[src/rtl/queue_op_arbiter_if.sv]
// Bundle of requester command lanes, queue command/status lines and the
// response strobe. The arbiter takes the master view; requesters and the
// queue model take the slave view.
interface queue_op_arbiter_if #(
    parameter int NUM_REQ   = 4,
    parameter int DATA_SIZE = 64,
    parameter int PTR_WIDTH = 6
);
    localparam int ID_W = (NUM_REQ > 1) ? $clog2(NUM_REQ) : 1;

    logic [NUM_REQ-1:0]           req_valid;
    logic [NUM_REQ-1:0]           req_ready;
    logic [2*NUM_REQ-1:0]         req_flag;
    logic [PTR_WIDTH*NUM_REQ-1:0] req_index;
    logic [DATA_SIZE*NUM_REQ-1:0] req_data;

    logic                         q_op_valid;
    logic [1:0]                   q_op_flag;
    logic [PTR_WIDTH-1:0]         q_op_index;
    logic [DATA_SIZE-1:0]         q_op_data;
    logic                         q_full;
    logic                         q_empty;
    logic                         q_error_reg;
    logic                         q_error_rem;
    logic                         q_error_time;
    logic [DATA_SIZE-1:0]         q_pop_data;

    logic                         rsp_valid;
    logic [ID_W-1:0]              rsp_id;
    logic [1:0]                   rsp_status;
    logic [DATA_SIZE-1:0]         rsp_data;

    modport master (
        input  req_valid, req_flag, req_index, req_data,
        input  q_full, q_empty, q_error_reg, q_error_rem, q_error_time, q_pop_data,
        output req_ready,
        output q_op_valid, q_op_flag, q_op_index, q_op_data,
        output rsp_valid, rsp_id, rsp_status, rsp_data
    );

    modport slave (
        output req_valid, req_flag, req_index, req_data,
        output q_full, q_empty, q_error_reg, q_error_rem, q_error_time, q_pop_data,
        input  req_ready,
        input  q_op_valid, q_op_flag, q_op_index, q_op_data,
        input  rsp_valid, rsp_id, rsp_status, rsp_data
    );
endinterface

[src/rtl/queue_op_arbiter.sv]
// Round-robin arbiter that serialises push/pop/remove/modify commands from
// several requesters onto a single queue port, one command in flight.
//
// state | meaning
// IDLE  | wait for any req_valid, grant one requester and latch its command
// ISSUE | drive the command to the queue, or reject a push-when-full / pop-when-empty
// CHECK | read the registered queue error flags, retry a timed-out pop
// RESP  | one-cycle response strobe to the granted requester
module queue_op_arbiter #(
    parameter int NUM_REQ   = 4,
    parameter int DATA_SIZE = 64,
    parameter int PTR_WIDTH = 6,
    parameter int MAX_RETRY = 3
) (
    input  logic clk,
    input  logic reset,
    queue_op_arbiter_if.master bus
);
    localparam int ID_W = (NUM_REQ > 1) ? $clog2(NUM_REQ) : 1;
    localparam int RT_W = (MAX_RETRY > 0) ? $clog2(MAX_RETRY + 1) : 1;

    localparam logic [1:0] OP_PUSH   = 2'b00;
    localparam logic [1:0] OP_POP    = 2'b01;
    localparam logic [1:0] OP_REMOVE = 2'b10;
    localparam logic [1:0] OP_MODIFY = 2'b11;

    localparam logic [1:0] ST_OK      = 2'b00;
    localparam logic [1:0] ST_REJECT  = 2'b01;
    localparam logic [1:0] ST_INDEX   = 2'b10;
    localparam logic [1:0] ST_TIMEOUT = 2'b11;

    typedef enum logic [1:0] {IDLE, ISSUE, CHECK, RESP} state_t;

    state_t               state, state_next;
    logic [ID_W-1:0]      rr_ptr;
    logic [RT_W-1:0]      retry;
    logic [ID_W-1:0]      cmd_id;
    logic [1:0]           cmd_flag;
    logic [PTR_WIDTH-1:0] cmd_index;
    logic [DATA_SIZE-1:0] cmd_data;
    logic [DATA_SIZE-1:0] pop_data;
    logic [1:0]           status;

    logic                 any_valid;
    logic [ID_W-1:0]      gnt_id;
    logic [1:0]           sel_flag;
    logic [PTR_WIDTH-1:0] sel_index;
    logic [DATA_SIZE-1:0] sel_data;
    logic                 grant;
    logic                 issue;
    logic                 retry_inc;
    logic                 status_load;
    logic [1:0]           status_val;
    logic [NUM_REQ-1:0]   ready_vec;

    // q_error_reg is sticky inside the queue and deliberately plays no part in status.
    logic unused_error_reg;
    assign unused_error_reg = bus.q_error_reg;

    // Round-robin pick: first valid requester at or after rr_ptr, plus its command lanes.
    always_comb begin
        int idx;
        any_valid = 1'b0;
        gnt_id    = '0;
        idx       = 0;
        sel_flag  = '0;
        sel_index = '0;
        sel_data  = '0;
        for (int k = 0; k < NUM_REQ; k++) begin
            idx = int'(rr_ptr) + k;
            if (idx >= NUM_REQ) idx = idx - NUM_REQ;
            if (!any_valid && bus.req_valid[ID_W'(idx)]) begin
                any_valid = 1'b1;
                gnt_id    = ID_W'(idx);
            end
        end
        for (int i = 0; i < NUM_REQ; i++) begin
            if (int'(gnt_id) == i) begin
                sel_flag  = bus.req_flag[2*i +: 2];
                sel_index = bus.req_index[PTR_WIDTH*i +: PTR_WIDTH];
                sel_data  = bus.req_data[DATA_SIZE*i +: DATA_SIZE];
            end
        end
    end

    // Next-state decode and per-state control strobes.
    always_comb begin
        state_next  = state;
        grant       = 1'b0;
        issue       = 1'b0;
        retry_inc   = 1'b0;
        status_load = 1'b0;
        status_val  = ST_OK;
        case (state)
            IDLE: begin
                if (any_valid) begin
                    grant      = 1'b1;
                    state_next = ISSUE;
                end
            end
            ISSUE: begin
                if ((cmd_flag == OP_PUSH && bus.q_full) ||
                    (cmd_flag == OP_POP  && bus.q_empty)) begin
                    status_load = 1'b1;
                    status_val  = ST_REJECT;
                    state_next  = RESP;
                end else begin
                    issue      = 1'b1;
                    state_next = CHECK;
                end
            end
            CHECK: begin
                status_load = 1'b1;
                state_next  = RESP;
                if (cmd_flag == OP_POP && bus.q_error_time) begin
                    if (int'(retry) < MAX_RETRY) begin
                        status_load = 1'b0;
                        retry_inc   = 1'b1;
                        state_next  = ISSUE;
                    end else begin
                        status_val = ST_TIMEOUT;
                    end
                end else if ((cmd_flag == OP_REMOVE || cmd_flag == OP_MODIFY) &&
                             bus.q_error_rem) begin
                    status_val = ST_INDEX;
                end
            end
            RESP: state_next = IDLE;
            default: state_next = IDLE;
        endcase
    end

    // One-hot grant pulse toward the requesters.
    always_comb begin
        ready_vec         = '0;
        ready_vec[gnt_id] = grant;
    end

    assign bus.req_ready  = ready_vec;
    assign bus.q_op_valid = issue;
    assign bus.q_op_flag  = issue ? cmd_flag  : '0;
    assign bus.q_op_index = issue ? cmd_index : '0;
    assign bus.q_op_data  = issue ? cmd_data  : '0;
    assign bus.rsp_valid  = (state == RESP);
    assign bus.rsp_id     = (state == RESP) ? cmd_id : '0;
    assign bus.rsp_status = (state == RESP) ? status : '0;
    assign bus.rsp_data   = (state == RESP && status == ST_OK && cmd_flag == OP_POP) ?
                            pop_data : '0;

    // State register, round-robin pointer, latched command and response fields.
    always_ff @(posedge clk) begin
        if (reset) begin
            state     <= IDLE;
            rr_ptr    <= '0;
            retry     <= '0;
            cmd_id    <= '0;
            cmd_flag  <= '0;
            cmd_index <= '0;
            cmd_data  <= '0;
            pop_data  <= '0;
            status    <= ST_OK;
        end else begin
            state <= state_next;
            if (grant) begin
                rr_ptr    <= (int'(gnt_id) == NUM_REQ - 1) ? '0 : gnt_id + 1'b1;
                cmd_id    <= gnt_id;
                cmd_flag  <= sel_flag;
                cmd_index <= sel_index;
                cmd_data  <= sel_data;
                retry     <= '0;
                pop_data  <= '0;
                status    <= ST_OK;
            end
            if (issue && cmd_flag == OP_POP) pop_data <= bus.q_pop_data;
            if (retry_inc) retry <= retry + 1'b1;
            if (status_load) status <= status_val;
        end
    end
endmodule

[src/flat_wrapper.sv]
// flat-port wrapper written by rule: the top's interface ports become plain ports
module queue_op_arbiter_flat 
#(
    parameter int NUM_REQ   = 4,
    parameter int DATA_SIZE = 64,
    parameter int PTR_WIDTH = 6,
    parameter int MAX_RETRY = 3
)
  (clk, reset, bus_req_valid, bus_req_flag, bus_req_index, bus_req_data, bus_q_full, bus_q_empty, bus_q_error_reg, bus_q_error_rem, bus_q_error_time, bus_q_pop_data, bus_req_ready, bus_q_op_valid, bus_q_op_flag, bus_q_op_index, bus_q_op_data, bus_rsp_valid, bus_rsp_id, bus_rsp_status, bus_rsp_data);
  queue_op_arbiter_if #(.NUM_REQ(NUM_REQ), .DATA_SIZE(DATA_SIZE), .PTR_WIDTH(PTR_WIDTH)) bus_i ();
  input  logic clk;
  input  logic reset;
  input wire logic [$bits(bus_i.req_valid)-1:0] bus_req_valid;
  input wire logic [$bits(bus_i.req_flag)-1:0] bus_req_flag;
  input wire logic [$bits(bus_i.req_index)-1:0] bus_req_index;
  input wire logic [$bits(bus_i.req_data)-1:0] bus_req_data;
  input wire logic [$bits(bus_i.q_full)-1:0] bus_q_full;
  input wire logic [$bits(bus_i.q_empty)-1:0] bus_q_empty;
  input wire logic [$bits(bus_i.q_error_reg)-1:0] bus_q_error_reg;
  input wire logic [$bits(bus_i.q_error_rem)-1:0] bus_q_error_rem;
  input wire logic [$bits(bus_i.q_error_time)-1:0] bus_q_error_time;
  input wire logic [$bits(bus_i.q_pop_data)-1:0] bus_q_pop_data;
  output wire logic [$bits(bus_i.req_ready)-1:0] bus_req_ready;
  output wire logic [$bits(bus_i.q_op_valid)-1:0] bus_q_op_valid;
  output wire logic [$bits(bus_i.q_op_flag)-1:0] bus_q_op_flag;
  output wire logic [$bits(bus_i.q_op_index)-1:0] bus_q_op_index;
  output wire logic [$bits(bus_i.q_op_data)-1:0] bus_q_op_data;
  output wire logic [$bits(bus_i.rsp_valid)-1:0] bus_rsp_valid;
  output wire logic [$bits(bus_i.rsp_id)-1:0] bus_rsp_id;
  output wire logic [$bits(bus_i.rsp_status)-1:0] bus_rsp_status;
  output wire logic [$bits(bus_i.rsp_data)-1:0] bus_rsp_data;
  assign bus_i.req_valid = bus_req_valid;
  assign bus_i.req_flag = bus_req_flag;
  assign bus_i.req_index = bus_req_index;
  assign bus_i.req_data = bus_req_data;
  assign bus_i.q_full = bus_q_full;
  assign bus_i.q_empty = bus_q_empty;
  assign bus_i.q_error_reg = bus_q_error_reg;
  assign bus_i.q_error_rem = bus_q_error_rem;
  assign bus_i.q_error_time = bus_q_error_time;
  assign bus_i.q_pop_data = bus_q_pop_data;
  assign bus_req_ready = bus_i.req_ready;
  assign bus_q_op_valid = bus_i.q_op_valid;
  assign bus_q_op_flag = bus_i.q_op_flag;
  assign bus_q_op_index = bus_i.q_op_index;
  assign bus_q_op_data = bus_i.q_op_data;
  assign bus_rsp_valid = bus_i.rsp_valid;
  assign bus_rsp_id = bus_i.rsp_id;
  assign bus_rsp_status = bus_i.rsp_status;
  assign bus_rsp_data = bus_i.rsp_data;
  queue_op_arbiter #(.NUM_REQ(NUM_REQ), .DATA_SIZE(DATA_SIZE), .PTR_WIDTH(PTR_WIDTH), .MAX_RETRY(MAX_RETRY)) u_core (.clk(clk), .reset(reset), .bus(bus_i));
endmodule
[config.mk]
export PLATFORM = sky130hd
export DESIGN_NAME = queue_op_arbiter_flat
export DESIGN_NICKNAME = d
export VERILOG_FILES = /design/src/rtl/queue_op_arbiter_if.sv /design/src/rtl/queue_op_arbiter.sv /design/src/flat_wrapper.sv
export SDC_FILE = /design/constraint.sdc
export NUM_CORES = 1
export LEC_CHECK = 0
export ABC_AREA = 1
export BUFFER_PORTS_ARGS = -buffer_cell sky130_fd_sc_hd__buf_2
export CAP_MARGIN = 20
export CORE_AREA = 2 2 197 199
export DETAILED_ROUTE_END_ITERATION = 10
export DIE_AREA = 0 0 199 201
export PLACE_DENSITY = 0.5
export SLEW_MARGIN = 40
export SYNTH_ARGS = -nofsm -noshare
export SYNTH_HDL_FRONTEND = slang
export SYNTH_SLANG_ARGS = --single-unit
[constraint.sdc]
create_clock -name clk -period 6.9 [get_ports clk]
set_input_delay 1.38 -clock clk [delete_from_list [all_inputs] [get_ports clk]]
set_output_delay 1.38 -clock clk [all_outputs]
set_load 0.01 [all_outputs]
==> flow_summary.yaml <==
status:
  status: "completed"
hold_path:
  min_path_cells: 2
  hold_start: "u_core.cmd_data[47]"
  hp-class: "reg2reg"
  holdPathEnd: "u_core.cmd_data[47]"
critical_path:
  reg2reg_slack_ns: 3.39
  cp_common_cell: "nand2_1"
  reg2regPathDepth: 20
  critical_path_required_ns: 5.52
  worstPathBufferInverterCount: 6
  reg2reg_to: "u_core.cmd_data[23]"
  cp_top_family: "buffers and inverters"
  crit_path_top_delay_cell: "buf_4"
  startpoint: "bus_req_valid[3]"
  cp-start-kind: "primary input"
  crit_path_end_kind: "primary output"
  crit_chain: "buf_2, inv_1, nand2_1, nand3_1, nand2_1, nor2_4, nand4_1, nand2_1, inv_1, ha_2, inv_2, buf_4, nor2_1, buf_2"
  worstSetupPathDepth: 14
  critPathMaxFanout: 73
  timing.rr.start: "u_core.rr_ptr[0]"
  cp.arrival_ns: 3.53
  path_class: "in2out"
  critPathMaxStageDelay_ns: 0.51
placed_design:
  dp_cells: 2527
  port_buffers: 507
  gp_congestion: 0.841
  hpwl_mm: 26.1
clock_network:
  cts_resized: 0
  tritoncts: "done"
  cts_root_buf: "clkbuf_16"
  htreeDepth: 4
  clockBufferDepth: 2
  clk_latency_ns: 0.44
  post_cts_buffers: 0
  cts_inserted_buffers: 17
  clkTransAtPathRegs_ns: 0.06
  clock_sinks: 146
  cts-hold-fix-buffers: 0
logic_synthesis:
  ys_types: 23
  yosys.area_share.adder_pct: 1.38
  synth_top_family_by_area: "simple AND/OR/NAND/NOR gates"
  synth_xor_area_share_pct: 0
  synth-simple-area-share_pct: 37.2
  synth_fp_nets: 1973
  ys_ff_latch: 146
  yosysSeqAreaShare_pct: 32.3
  postSynthCellCount: 1600
  syn_area_per_cell_um2: 5.66
  synth_compound_area_share_pct: 16.4
  synth_area_mm2: 0.00906
  yosysWarningCount: 0
  muxShareOfSynthArea_pct: 0
die:
  dieWidth_um: 199
  rows: 72
  core-area_mm2: 0.0381
  dieArea_mm2: 0.0400
  die_h_um: 201
  start_util_pct: 23.8
  ios: 509
timing:
  min_period_over_period_pct: 71.1
  rsz0062_at_grt: "no"
  post-route-min-period_ns: 4.91
  maxSlewViolCount: 0
  max-slew-margin-rel_pct: 44.2
  fmax_mhz: 204
  hold_viol_final: 0
  tns_ns: 0
  finClkSkew_ns: 0.0135
  worstMarginPinSlew_ns: 0.837
  setup_viol: 0
routing:
  wl_per_cell_um: 13.8
  drc_errors: 0
  finalWirelength_mm: 35.3
  firstDrtPassIters: 4
  num_vias: 11100
  first_iter_violations: 508
  via_per_inst: 4.33
  ant_nets: 0
finish:
  most-common-layout-cells: "buf_2 (507), nand2_1 (485), nor2_1 (292)"
  area_growth_pct: 38.4
  drive_gt1_share_pct: 28.0
  final_common_cell: "buf_2"
  final-seq-area_mm2: 0.00292
  stdcell_count: 2565
  multi_input_area_mm2: 0.00501
  fin_nets: 2402
  n_fill_cell: 4425
global_route:
  grt_usage_pct: 17.2
  antenna_found_initial: 11
  grt_start_max_net_pins: 105
  grt.overflow.total: 0
  grt_pass1_vias: 10300
  grt_pass1_wl_mm: 54.6
power:
  p_per_area_mw_per_mm2: 484
  ir_drop_uv: 390
  total_power_mw: 6.06
  p_leak_nw: 6.45
run:
  cap_viol_max_count: 0
cell families after synthesis:
kind of cell / after synthesis
simple gates: 864
compound gates: 297
buf+inv: 283
fa+ha+maj: 10
flops: 146
registers in the layout, summed over array words and instances (netlist names):
signal	flops
u_core.state	2
u_core.retry	2
u_core.cmd_data	64
u_core.cmd_index	6
u_core.cmd_id	2
u_core.cmd_flag	2
u_core.status	2
u_core.rr_ptr	2
u_core.pop_data	64
routing by layer:
layer / wire length (um) / track usage, % / vias up
li1: - / - / 5806
met1: 14500 / 19.9 / 4855
met2: 16800 / 29.3 / 377
met3: 3000 / 5.86 / 59
met4: 925 / 6.26 / 10
met5: 59 / 0 / -
power by group:
group / leakage [nW] / total, mW / internal [mW] / switching (mW)
combinational: 4.95 / 3.93 / 1.29 / 2.63
sequential: 1.20 / 1.15 / 1.05 / 0.104
clock: 0.299 / 0.983 / 0.585 / 0.398
through the flow:
step | util (%) | setup slack (ns) | hold slack (ns) | instance area [um^2]
after floorplan | - | 2.37 | 0.433 | 9060
final | 32.9 | 1.99 | 0.478 | 12500
after global placement | 31.1 | 1.91 | 0.452 | 11900
after global routing | 32.9 | 1.85 | 0.493 | 12500
after CTS | 32.8 | 2.00 | 0.473 | 12500
after detailed placement | 31.2 | 2.01 | 0.465 | 11900
worst reg2reg max path, cell delays in order (launching register included):
cell     delay [ns]
dfxtp_1        0.57
inv_4          0.11
nand2_1        0.08
nand2_1        0.09
nand2_1        0.10
nand2_1        0.09
nor2_4         0.14
nand3_2        0.11
nand3_1        0.17
inv_1          0.11
ha_4           0.27
nor2_4         0.43
buf_4          0.41
nand2_1        0.17
nand2_1        0.08
o21ai_0        0.07
nand2_1        0.08
o21ai_0        0.12
nand2_1        0.11
nand2_1        0.05
nor2_1         0.09
worst max-delay path by stage:
stage / end / slack, ns
6_report: bus_req_ready[2] / 1.99
5_1_grt: bus_req_ready[2] / 1.85
3_3_place_gp: u_core.cmd_data[19] / 1.91
3_5_place_dp: bus_req_ready[2] / 2.01
2_1_floorplan: bus_req_ready[2] / 2.37
4_1_cts: bus_req_ready[2] / 2.00
cell type report:
type / instances / share of cell area, %
Timing Repair Buffer: 522 / 21.4
Clock buffer: 19 / 3.53
Antenna cell: 5 / 0.0998
Tap cell: 518 / 5.17
Clock inverter: 13 / 1.38
Multi-Input combinational cell: 1171 / 40.0
Inverter: 171 / 5.18
Sequential cell: 146 / 23.3
Yosys cell counts, drive strengths merged:
library cell	instances	area, um^2
ha	10	125
nor2	295	1120
nand4	3	18.8
clkbuf	75	282
inv	170	641
o21ai	152	761
dfxtp	146	2920
nand3	78	395
clkinv	1	3.75
nand2	488	1840
buf	37	230
o31ai	1	7.51
a21oi	144	721
(Power assumes the default switching activity.)
